$ cat config.mk
export PLATFORM = sky130hd
export DESIGN_NAME = countdown_timer
export DESIGN_NICKNAME = d
export VERILOG_FILES = /design/src/rtl/countdown_timer_pkg.sv /design/src/rtl/countdown_timer.sv
export SDC_FILE = /design/constraint.sdc
export NUM_CORES = 1
export LEC_CHECK = 0
export BUFFER_PORTS_ARGS = -buffer_cell sky130_fd_sc_hd__buf_2
export CORE_MARGIN = 4
export CORE_UTILIZATION = 40
export CTS_CLUSTER_DIAMETER = 40
export DETAILED_ROUTE_END_ITERATION = 6
export PLACE_DENSITY = 0.63
export SKIP_CTS_REPAIR_TIMING = 1
export SLEW_MARGIN = 10
export SYNTH_ARGS = -nofsm -noshare
export SYNTH_HDL_FRONTEND = slang
export SYNTH_SLANG_ARGS = --single-unit
$ cat constraint.sdc
create_clock -name clk_i -period 5 [get_ports clk_i]
set_clock_uncertainty 0.05 [all_clocks]
set_input_delay 0.75 -clock clk_i [delete_from_list [all_inputs] [get_ports clk_i]]
set_output_delay 0.75 -clock clk_i [all_outputs]
set_load 0.01 [all_outputs]
$ cat src/rtl/countdown_timer_pkg.sv
`default_nettype none
// ============================================================================
//  Module   : countdown_timer_pkg
//  Purpose  : Shared constants for the countdown timer: state encoding and
//             the default counter width.
//  Revision : 1.0  initial release
// ============================================================================
package countdown_timer_pkg;

   // Default counter / load-value width
   localparam int N_DEFAULT = 8;

   // Controller state encoding
   typedef logic [1:0] state_t;

   localparam state_t ST_IDLE   = 2'd0;
   localparam state_t ST_RUN    = 2'd1;
   localparam state_t ST_PAUSED = 2'd2;

endpackage : countdown_timer_pkg
`default_nettype wire

$ cat src/rtl/countdown_timer.sv
`default_nettype none
// ============================================================================
//  Module   : countdown_timer
//  Purpose  : Loadable down-counter with one-shot and periodic modes. Counts
//             down on qualified ticks and emits a one-cycle done strobe at
//             expiry, then reloads (periodic) or returns to idle (one-shot).
//  Revision : 1.0  initial release
// ============================================================================
module countdown_timer
   import countdown_timer_pkg::*;
#(
   parameter int N = N_DEFAULT
) (
   input  logic         clk_i,
   input  logic         reset_i,
   input  logic         tick_en_i,
   input  logic         start_i,
   input  logic [N-1:0] load_value_i,
   input  logic         periodic_i,
   input  logic         pause_i,
   input  logic         resume_i,
   input  logic         abort_i,
   output logic [N-1:0] count_o,
   output logic         busy_o,
   output logic         paused_o,
   output logic         done_o
);

   state_t         state_q,  state_d;
   logic [N-1:0]   count_q,  count_d;
   logic [N-1:0]   reload_q, reload_d;
   logic           mode_q,   mode_d;
   logic           done_q,   done_d;

   // State, count, reload/mode latches and the done strobe register
   always_ff @(posedge clk_i) begin
      if (reset_i) begin
         state_q  <= ST_IDLE;
         count_q  <= '0;
         reload_q <= '0;
         mode_q   <= 1'b0;
         done_q   <= 1'b0;
      end else begin
         state_q  <= state_d;
         count_q  <= count_d;
         reload_q <= reload_d;
         mode_q   <= mode_d;
         done_q   <= done_d;
      end
   end

   // Next state / next count, resolving controls as abort > start > pause > resume
   always_comb begin
      state_d  = state_q;
      count_d  = count_q;
      reload_d = reload_q;
      mode_d   = mode_q;
      done_d   = 1'b0;

      if (abort_i) begin
         state_d = ST_IDLE;
         count_d = '0;
      end else if (start_i) begin
         // A concurrent tick is dropped: the loaded value is the first count
         reload_d = load_value_i;
         mode_d   = periodic_i;
         count_d  = load_value_i;
         state_d  = ST_RUN;
      end else begin
         case (state_q)
            ST_RUN: begin
               if (pause_i) begin
                  state_d = ST_PAUSED;
               end else if (tick_en_i) begin
                  if (count_q != '0) begin
                     count_d = count_q - N'(1);
                  end else begin
                     // Zero is handled here so the decrement never wraps
                     done_d = 1'b1;
                     if (mode_q) begin
                        count_d = reload_q;
                     end else begin
                        state_d = ST_IDLE;
                     end
                  end
               end
            end
            ST_PAUSED: begin
               // Pause outranks resume, so both high keeps us frozen
               if (!pause_i && resume_i) begin
                  state_d = ST_RUN;
               end
            end
            ST_IDLE: begin
               state_d = ST_IDLE;
            end
            default: begin
               state_d = ST_IDLE;
               count_d = '0;
            end
         endcase
      end
   end

   // Outputs decode straight from registers only
   always_comb begin
      count_o  = count_q;
      busy_o   = (state_q == ST_RUN) || (state_q == ST_PAUSED);
      paused_o = (state_q == ST_PAUSED);
      done_o   = done_q;
   end

endmodule : countdown_timer
`default_nettype wire
==> metrics.md <==
| Metric | Value |
|---|---|
| Outcome | `finished, final reports clean` |
| DRC | `0` |
| Antenna Cells | `0` |
| Seq/Total Area, Yosys | `33.3%` |
| Psw | `102 uW` |
| Static Leak | `0.588 nW` |
| Post-route ant nets | `0` |
| Max Cap Viol | `0` |
| TritonCTS Sinks | `20` |
| Worst setup SP type | `flop` |
| Internal power | `242 uW` |
| Layout cell share with drive strength beyond 1 | `20.1%` |
| Fin nets | `192` |
| Final Util | `48.5%` |
| Slew @ Worst Pin | `0.580 ns` |
| Clock-pin slew on the worst setup and hold paths | `0.11 ns` |
| Crit-path max FO | `9` |
| PortBufs | `26` |
| Final period utilization | `47.4%` |
| Synthesis-to-layout area growth | `13.1%` |
| Syn_nets | `171` |
| Critical Path RT | `5.15 ns` |
| # rows | `19` |
| Fin worst setup slack | `2.63 ns` |
| Register share of total power | `50.6%` |
| Synth unique cells | `34` |
| Die W | `62.9 um` |
| First drt pass iteration count | `4` |
| Clock power share | `27.3%` |
| Via/cell ratio | `5.64` |
| Initial Util | `42.9%` |
| Synth Cell Area | `1200 um^2` |
| Area after DPL | `1330 um^2` |
| Hold depth | `2` |
| Synthesized instance count | `149` |
| Syn Area/Cell | `8.08 um^2` |
| Max Freq | `422 MHz` |
| Clock buffer depth | `2` |
| Total negative setup slack | `0 ns` |
| Number of global-route vias before repair | `1067` |
| HP Class | `flop to flop` |
| Tot Pwr | `344 uW` |
| R2R setup slack | `2.63 ns` |
| DP Worst Slack | `2.67 ns` |
| All-Layer GR Usage | `15.8%` |
| Clock buffer count from CTS | `3` |
| Critical R2R Launch | `count_o[0]$_SDFFE_PP0P_` |
| R2r endpoint | `count_o[4]$_SDFFE_PP0P_` |
| Peak VDD IR | `0.159 mV` |
| Max Slew Vio Count | `0` |
| H-tree levels | `1` |
| Largest net degree at the start of global routing | `19` |
| R2R cell count | `6` |
| Initial antenna violation count | `0` |
| Slew margin rel. | `61.2%` |
| Final HPWL DP | `2250 um` |
| Root buffer cell | `clkbuf_4` |
| Routed length per placed instance | `14.6 um` |
| Logic pwr share | `22.1%` |
| WL final | `2930 um` |
| Final min period | `2.37 ns` |
| Setup crit end kind | `flop` |
| DR iter-0 viols | `71` |
| Core outline area | `2810 um^2` |
| Yosys reg bits | `20` |
| Routability cong. | `0.816` |
| Sw Ratio | `29.5%` |
| GRT overflow | `0` |
| IO Count | `27` |
| WP data arrival | `2.52 ns` |
| Setup CP Type | `flop to flop` |
| Hold Startpoint | `reload_q[3]$_SDFFE_PP0P_` |
| Yosys warns | `0` |
| Die area | `3950 um^2` |
| Clock Latency Late Sink | `0.30 ns` |
| Global-route wire length before repair | `5090 um` |
| Hold Fails Final Rpt | `0` |
| DIE HEIGHT | `62.9 um` |
| Total number of vias | `1127` |
| Finished Cell Area | `1360 um^2` |
| Final setup fails | `0` |
| Hold worst-path end | `reload_q[3]$_SDFFE_PP0P_` |
| RSZ-0062 raised after global routing | `no` |
| Pwr dens | `253 nW/um^2` |
| CTS tree | `yes` |
flip-flops by register name, summed over array words and instances, names as in the netlist:
| name | cells |
|---|---|
| state_q | 2 |
| count_o | 8 |
| reload_q | 8 |
| done_o | 1 |
| mode_q | 1 |
stage by stage:
stage	std cells	hold WS, ns
after detailed placement	196	0.399
after floorplan	149	0.382
final	200	0.415
after CTS	200	0.417
after global placement	196	0.397
after global routing	200	0.444
Yosys cell counts:
cell      number  area [um^2]
o31ai_1        2         15.0
a311oi_1       3         26.3
a21boi_0       1         7.51
xor2_1         1         8.76
dfxtp_1       20          400
nor2_1         1         3.75
inv_1         14         52.6
nor2b_1        2         12.5
nand2b_1       4         25.0
ha_1           6         75.1
a211oi_1       5         37.5
o221a_1        7         78.8
o21ai_0        3         15.0
or3_1          5         31.3
clkbuf_1       7         26.3
nand3b_1       1         7.51
buf_2          2         10.0
nor4b_1        1         8.76
a21oi_1       18         90.1
o31a_1         2         17.5
or3b_1         1         8.76
nor3b_1        2         15.0
xnor2_1        1         8.76
or2_1          1         6.26
buf_6          1         11.3
or4_4          2         22.5
nor3_1         5         25.0
nor4_1         2         12.5
o41ai_1        1         8.76
o311a_1        1         10.0
a21o_1         1         7.51
or2_2          2         12.5
nand2_1       22         82.6
a2111o_1       2         22.5
cell type report:
type                            count  area, um^2
Fill cell                         298        1440
Sequential cell                    20         400
Inverter                           14        52.6
Timing Repair Buffer               26         130
Multi-Input combinational cell    105         703
Clock buffer                        4        36.3
Tap cell                           31        38.8
worst max-delay path: stages (launching register included):
cell and delay [ns]:
dfxtp_1 0.38, inv_1 0.11, ha_1 0.21, or3b_1 0.48, or4_4 0.47, a21o_1 0.30
o221a_1 0.28
worst max path at each step:
stage / cells past startpoint / slack (ns) / end / start
CTS: 6 / 2.65 / count_o[4]$_SDFFE_PP0P_ / count_o[0]$_SDFFE_PP0P_
detailed placement: 6 / 2.67 / count_o[4]$_SDFFE_PP0P_ / count_o[0]$_SDFFE_PP0P_
finish: 6 / 2.63 / count_o[4]$_SDFFE_PP0P_ / count_o[0]$_SDFFE_PP0P_
global placement: 6 / 2.74 / count_o[4]$_SDFFE_PP0P_ / count_o[0]$_SDFFE_PP0P_
floorplan: 7 / 2.80 / count_o[0]$_SDFFE_PP0P_ / count_o[0]$_SDFFE_PP0P_
global route: 6 / 2.52 / count_o[4]$_SDFFE_PP0P_ / count_o[1]$_SDFFE_PP0P_
logic make-up after synthesis:
logic type               Yosys count  synth area share, %
AND/OR/NAND/NOR                   51                 22.8
buffers and inverters             24                 8.32
flip-flops                        20                 33.3
AO/OA/AOI/OAI                     46                 28.0
adder cells (fa/ha/maj)            6                 6.24
XOR/XNOR                           2                 1.46
cells in the final DEF (no fill, tap or decap), types with 4 or more instances in the layout:
master | Yosys | routed
a21oi_1 | 18 | 18
nand2_1 | 22 | 22
o221a_1 | 7 | 7
nand2b_1 | 4 | 4
ha_1 | 6 | 6
nor3_1 | 5 | 5
or3_1 | 5 | 5
dfxtp_1 | 20 | 20
inv_1 | 14 | 14
buf_2 | 2 | 26
a211oi_1 | 5 | 5
per-layer routing:
layer  wire length (um)  GRT usage [%]  up-vias
li1                   -              -      581
met1               1430           21.9      517
met2               1320           25.2       27
met3                155           3.42        2
met4                 20           3.31        0
met5                  0              0        -
power by group through the flow:
stage	Combinational (mW)	Sequential (mW)	Clock, mW
after floorplan	0.0578	0.177	0
after CTS	0.0758	0.174	0.0967
final	0.0761	0.174	0.0939
after detailed placement	0.0752	0.178	0
after global routing	0.0850	0.176	0.104
after global placement	0.0742	0.177	0
Note: power is estimated with default switching activity, not from simulation.
